$ cat config.mk
export PLATFORM = sky130hd
export DESIGN_NAME = cpu_step_ctrl_flat
export DESIGN_NICKNAME = d
export VERILOG_FILES = /design/src/rtl/cpu_step_ctrl_pkg.sv /design/src/rtl/cpu_step_ctrl_if.sv /design/src/rtl/cpu_step_ctrl_button_debouncer.sv /design/src/rtl/cpu_step_ctrl.sv /design/src/flat_wrapper.sv
export SDC_FILE = /design/constraint.sdc
export NUM_CORES = 1
export LEC_CHECK = 0
export ABC_CLOCK_PERIOD_IN_PS = 5900
export CAP_MARGIN = 10
export CORE_MARGIN = 8
export CORE_UTILIZATION = 54
export DETAILED_ROUTE_END_ITERATION = 8
export HOLD_SLACK_MARGIN = 0.12
export PLACE_DENSITY = 0.85
export SLEW_MARGIN = 5
export SYNTH_ARGS = -nofsm -noshare
export SYNTH_HDL_FRONTEND = slang
export SYNTH_SLANG_ARGS = --single-unit
$ cat constraint.sdc
create_clock -name clk -period 5.9 [get_ports clk]
set_input_delay 1.18 -clock clk [delete_from_list [all_inputs] [get_ports clk]]
set_output_delay 1.18 -clock clk [all_outputs]
set_load 0.02 [all_outputs]
$ cat src/rtl/cpu_step_ctrl_pkg.sv
// Shared types and constants for the MCU run/step control blocks.
package mcu_ctrl_pkg;

   typedef enum logic [1:0] {
      ST_HALT  = 2'd0,
      ST_RUN   = 2'd1,
      ST_STEP  = 2'd2,
      ST_BREAK = 2'd3
   } step_state_t;

   localparam int SYNC_STAGES = 2;

endpackage

$ cat src/rtl/cpu_step_ctrl_if.sv
// Board-side signals of the run/step controller: slow clock, mode inputs, CPU enable and debug outputs.
interface cpu_step_ctrl_if #(
   parameter int CNT_W = 16
);
   logic             sclk;
   logic             run;
   logic             step_btn;
   logic             halt_req;
   logic             cpu_en;
   logic [1:0]       state;
   logic [CNT_W-1:0] cycle_count;

   modport master (
      output sclk, run, step_btn, halt_req,
      input  cpu_en, state, cycle_count
   );

   modport slave (
      input  sclk, run, step_btn, halt_req,
      output cpu_en, state, cycle_count
   );
endinterface

$ cat src/rtl/cpu_step_ctrl_button_debouncer.sv
// Button debouncer sampled on an external strobe; emits a one-cycle pulse when the accepted level rises.
module button_debouncer #(
   parameter int DEBOUNCE_TICKS = 4
) (
   input  logic clk,
   input  logic reset,
   input  logic sample_en,
   input  logic btn_in,
   output logic btn_level,
   output logic btn_rise
);
   localparam int CW = $clog2(DEBOUNCE_TICKS + 1);

   logic [CW-1:0] cnt_q, cnt_d;
   logic          stable_q, stable_d;
   logic          rise_q, rise_d;

   always_comb begin
      cnt_d    = cnt_q;
      stable_d = stable_q;
      rise_d   = 1'b0;
      if (sample_en) begin
         if (btn_in != stable_q) begin
            // this sample is the DEBOUNCE_TICKS-th consecutive differing one
            if (cnt_q == CW'(DEBOUNCE_TICKS - 1)) begin
               stable_d = btn_in;
               cnt_d    = '0;
               rise_d   = btn_in;
            end else begin
               cnt_d = cnt_q + CW'(1);
            end
         end else begin
            cnt_d = '0;
         end
      end
   end

   always_ff @(posedge clk) begin
      if (reset) begin
         cnt_q    <= '0;
         stable_q <= 1'b0;
         rise_q   <= 1'b0;
      end else begin
         cnt_q    <= cnt_d;
         stable_q <= stable_d;
         rise_q   <= rise_d;
      end
   end

   assign btn_level = stable_q;
   assign btn_rise  = rise_q;
endmodule

$ cat src/rtl/cpu_step_ctrl.sv
// Run/single-step controller: turns rising edges of the divided clock into one-cycle CPU
// clock-enable pulses, gated by run, debounced step and break request.
module cpu_step_ctrl
   import mcu_ctrl_pkg::*;
#(
   parameter int DEBOUNCE_TICKS = 4,
   parameter int CNT_W          = 16
) (
   input  logic            clk,
   input  logic            reset,
   cpu_step_ctrl_if.slave  bus
);
   // bit 0 is the first sync stage; the top bit is the edge-detect history flop
   logic [SYNC_STAGES:0]   sclk_sh_q, sclk_sh_d;
   logic [SYNC_STAGES-1:0] run_sh_q, run_sh_d;
   logic [SYNC_STAGES-1:0] btn_sh_q, btn_sh_d;
   step_state_t            state_q, state_d;
   logic                   cpu_en_q, cpu_en_d;
   logic [CNT_W-1:0]       cnt_q, cnt_d;

   logic tick;
   logic run_s;
   logic btn_level;
   logic btn_rise;
   logic step_req;

   assign tick     = sclk_sh_q[SYNC_STAGES-1] & ~sclk_sh_q[SYNC_STAGES];
   assign run_s    = run_sh_q[SYNC_STAGES-1];
   assign step_req = btn_rise & btn_level;

   button_debouncer #(
      .DEBOUNCE_TICKS(DEBOUNCE_TICKS)
   ) u_step_db (
      .clk       (clk),
      .reset     (reset),
      .sample_en (tick),
      .btn_in    (btn_sh_q[SYNC_STAGES-1]),
      .btn_level (btn_level),
      .btn_rise  (btn_rise)
   );

   always_comb begin
      sclk_sh_d = {sclk_sh_q[SYNC_STAGES-1:0], bus.sclk};
      run_sh_d  = {run_sh_q[SYNC_STAGES-2:0], bus.run};
      btn_sh_d  = {btn_sh_q[SYNC_STAGES-2:0], bus.step_btn};
   end

   always_comb begin
      state_d  = state_q;
      cpu_en_d = 1'b0;
      case (state_q)
         ST_HALT: begin
            if (run_s)         state_d = ST_RUN;
            else if (step_req) state_d = ST_STEP;
         end
         ST_RUN: begin
            if (bus.halt_req)  state_d  = ST_BREAK;
            else if (!run_s)   state_d  = ST_HALT;
            else if (tick)     cpu_en_d = 1'b1;
         end
         ST_STEP: begin
            if (bus.halt_req) begin
               state_d = ST_BREAK;
            end else if (tick) begin
               cpu_en_d = 1'b1;
               state_d  = ST_HALT;
            end
         end
         ST_BREAK: begin
            if (!run_s)        state_d = ST_HALT;
         end
         default:              state_d = ST_HALT;
      endcase
      cnt_d = cnt_q + CNT_W'(cpu_en_d);
   end

   always_ff @(posedge clk) begin
      if (reset) begin
         sclk_sh_q <= '0;
         run_sh_q  <= '0;
         btn_sh_q  <= '0;
         state_q   <= ST_HALT;
         cpu_en_q  <= 1'b0;
         cnt_q     <= '0;
      end else begin
         sclk_sh_q <= sclk_sh_d;
         run_sh_q  <= run_sh_d;
         btn_sh_q  <= btn_sh_d;
         state_q   <= state_d;
         cpu_en_q  <= cpu_en_d;
         cnt_q     <= cnt_d;
      end
   end

   assign bus.cpu_en      = cpu_en_q;
   assign bus.state       = state_q;
   assign bus.cycle_count = cnt_q;
endmodule

$ cat src/flat_wrapper.sv
// flat-port wrapper written by rule: the top's interface ports become plain ports
module cpu_step_ctrl_flat import mcu_ctrl_pkg::*;
#(
   parameter int DEBOUNCE_TICKS = 4,
   parameter int CNT_W          = 16
)
  (clk, reset, bus_sclk, bus_run, bus_step_btn, bus_halt_req, bus_cpu_en, bus_state, bus_cycle_count);
  cpu_step_ctrl_if #(.CNT_W(CNT_W)) bus_i ();
  input  logic clk;
  input  logic reset;
  input wire logic [$bits(bus_i.sclk)-1:0] bus_sclk;
  input wire logic [$bits(bus_i.run)-1:0] bus_run;
  input wire logic [$bits(bus_i.step_btn)-1:0] bus_step_btn;
  input wire logic [$bits(bus_i.halt_req)-1:0] bus_halt_req;
  output wire logic [$bits(bus_i.cpu_en)-1:0] bus_cpu_en;
  output wire logic [$bits(bus_i.state)-1:0] bus_state;
  output wire logic [$bits(bus_i.cycle_count)-1:0] bus_cycle_count;
  assign bus_i.sclk = bus_sclk;
  assign bus_i.run = bus_run;
  assign bus_i.step_btn = bus_step_btn;
  assign bus_i.halt_req = bus_halt_req;
  assign bus_cpu_en = bus_i.cpu_en;
  assign bus_state = bus_i.state;
  assign bus_cycle_count = bus_i.cycle_count;
  cpu_step_ctrl #(.DEBOUNCE_TICKS(DEBOUNCE_TICKS), .CNT_W(CNT_W)) u_core (.clk(clk), .reset(reset), .bus(bus_i));
endmodule
==> results.md <==
* Largest net degree at the start of global routing at 34
* Place WS at 2.45 ns
* Min Clock Period, post-route at 3.11 ns
* Clock Latency Late Sink at 0.32 ns
* Unrepaired setup endpoints after global routing: no
* Slew headroom at 24.6%
* Top FF cell, synth: dfxtp_1
* Fraction of layout cells with a size suffix above 1 at 5.26%
* Number of max-cap violations at 0
* Number of CTS-inserted buffers at 5
* Post-synth EDFFs at 0
* Vias at 1,087
* Startpoint types: input port
* Routability cong. at 0.861
* Resize count post-CTS at 0
* Initial antenna violation count at 0
* Met1 usage at 13.1%
* IO buf count at 24
* Area growth, synth to finish at 23.4%
* Routing usage on met2 at 23.3%
* Post-synthesis sequential area ratio at 45.8%
* Cells on worst reg2reg path at 9
* #FFs+latches synth at 31
* Maximum clock path buffer count at 2
* Synth async-reset ratio at 0%
* Initial Utilization at 55.7%
* Global routing usage on met3 at 4.75%
* Total Wirelength at 2660 um
* Post-Syn Area at 1360 um2
* DRT Pass-1 Iters at 4
* Hold-critical path depth at 1
* CTS Sinks at 31
* Num ports at 25
* Total number of yosys warnings at 0
* Mapped Nets at 160
* Final hold violation count at 0
* Final Slew Violations at 0
* Wire per inst at 13.2 um
* Final #Nets at 185
* Final setup fails at 0
* Worst EP required at 6.13 ns
* Reg2reg setup slack at 3.36 ns
* Rows at 18
* First-pass GRT wire length at 4610 um
* Initial drt markers at 43
* All-layer global routing usage at 13.5%
* CTS Root Cell: clkbuf_4
* Hold Path Origin: u_core.btn_sh_q[0]$_SDFF_PP0_
* Core footprint at 2430 um2
* Min-delay worst type: flip-flop to flip-flop
* Postcts setup bufs at 0
* CP max FO at 4
* GRT Max-Usage Layer: met2
* Sum Neg Setup Slack at 0 ns
* Setup ws final at 2.79 ns
* Least-Margin Pin Slew at 1.13 ns
* Count of cell types in the netlist at 31
* Drt drc at 0
* Worst Hold Path EP: u_core.btn_sh_q[1]$_SDFF_PP0_
* Die width at 66.1 um
* Design area at 1670 um2
* Critical Path AT at 3.35 ns
* Run status: complete, no violations
* DIE AREA at 4370 um2
* FF-to-FF Start: u_core.bus.state[0]$_SDFFE_PP0P_
* Hold_buf cts at 0
* Vias in the first global route at 1,122
* Layout Skew at 0.00876 ns
* Setup CP Type: input port to flip-flop
* Reg clk slew, reported paths at 0.10 ns
* ANT cells at 0
* DP Wirelength at 1950 um
* CP Capture Type: flip-flop
* Syn Inst Count at 145
* H-tree depth at 2
* P_leak at 0.621 nW
* Die height at 66.1 um
* Placed inst area at 1600 um2
* Fmax at 321 MHz
* Total gr overflow at 0
* Via density at 5.41
* RR Endpoint: u_core.bus.cycle_count[14]$_SDFF_PP0_
* Power per cell area at 263 nW/um2
* Avg Inst Size Synth at 9.35 um2
* TritonCTS clock tree: done
* ANT nets after route at 0
* Final cycle utilization of the critical path at 52.8%
* Peak supply drop at 195 uV
-- stage by stage --
step	std cells	utilization [%]	hold slack (ns)	power (mW)
floorplan	145	-	0.414	0.281
global placement	193	65.9	0.420	0.301
detailed placement	193	65.9	0.425	0.306
CTS	201	68.7	0.448	0.446
global route	201	68.7	0.460	0.462
finish	201	68.7	0.443	0.440
-- Yosys cell counts (2+ instances only) --
cell | n | area (um2)
a21oi_1 | 9 | 45.0
and3_1 | 2 | 12.5
and4_1 | 2 | 17.5
clkbuf_1 | 5 | 18.8
dfxtp_1 | 31 | 621
ha_1 | 9 | 113
inv_1 | 4 | 15.0
nand2_1 | 7 | 26.3
nand2b_1 | 3 | 18.8
nand3_1 | 4 | 20.0
nand4_1 | 4 | 25.0
nor2_1 | 19 | 71.3
nor2b_1 | 11 | 68.8
nor3b_1 | 2 | 15.0
nor4b_1 | 2 | 17.5
o21ai_0 | 3 | 15.0
o21ai_1 | 2 | 10.0
o31ai_1 | 2 | 15.0
or3_1 | 2 | 12.5
or4_1 | 2 | 15.0
xor2_1 | 10 | 87.6
-- worst max-delay path: stages --
cell and delay [ns]:
clkdlybuf4s50_1 0.45, nor4b_1 0.51, ha_1 0.27, ha_1 0.22, inv_1 0.07, or4_1 0.51
a21oi_1 0.14
-- where the power goes --
part	internal (mW)	total, mW	leakage (nW)	switching (mW)
Sequential	0.217	0.223	0.251	0.00641
Combinational	0.0375	0.0796	0.331	0.0421
Clock	0.0701	0.137	0.0386	0.0671
Total	0.324	0.440	0.621	0.116
-- state kept, by name, indices dropped and copies added, names as in the netlist --
| name | count |
|---|---|
| u_core.bus.cpu_en | 1 |
| u_core.u_step_db.cnt_q | 3 |
| u_core.bus.cycle_count | 16 |
| u_core.sclk_sh_q | 3 |
| u_core.btn_sh_q | 2 |
| u_core.bus.state | 2 |
| u_core.u_step_db.btn_level | 1 |
| u_core.u_step_db.btn_rise | 1 |
| u_core.run_sh_q | 2 |
-- worst max path at each step --
stage,from,end,slack [ns]
detailed placement,bus_halt_req,u_core.bus.cycle_count[14]$_SDFF_PP0_,2.45
global placement,bus_halt_req,u_core.bus.cycle_count[14]$_SDFF_PP0_,2.51
CTS,bus_halt_req,u_core.bus.cycle_count[14]$_SDFF_PP0_,2.80
floorplan,bus_halt_req,u_core.bus.cycle_count[15]$_SDFF_PP0_,3.09
global route,bus_halt_req,u_core.bus.cycle_count[15]$_SDFF_PP0_,2.56
finish,bus_halt_req,u_core.bus.cycle_count[14]$_SDFF_PP0_,2.79
-- cell families (layout without fill, tap and decap cells) --
logic type / Yosys count / in the layout / synth area share [%]
flops: 31 / 31 / 45.8
fa+ha+maj: 9 / 9 / 8.31
simple gates: 63 / 63 / 26.1
buf+inv: 10 / 36 / 3.32
xor+xnor: 11 / 11 / 7.11
compound gates: 21 / 21 / 9.33
-- per-layer routing --
metal	up-vias	part of all wire, %
met5	-	0
met4	0	1.9
met3	5	4.9
met2	29	50
met1	512	43
li1	541	-
-- area by class of cell --
type                       instances  area [um2]
clock buffer                       8        68.8
fill                             194         761
inverter                           4        15.0
multi-input combinational        104         689
sequential                        31         621
tap                               30        37.5
timing repair buffer              24         240
-- cells in the final DEF, fill, tap and decap left out, drive strengths merged, types with 2 or more instances in the layout --
cell type      instances
and4                   2
or3                    2
nor2                  19
nor3b                  2
nand2b                 3
nand4                  4
clkbuf                 8
inv                    4
and3                   2
nand3                  6
dfxtp                 31
o21ai                  5
a21oi                  9
nand2                  7
clkdlybuf4s50         24
xor2                  10
or4                    2
nor4b                  2
ha                     9
nor2b                 11
o31ai                  2
Note: power is estimated with default switching activity, not from simulation.
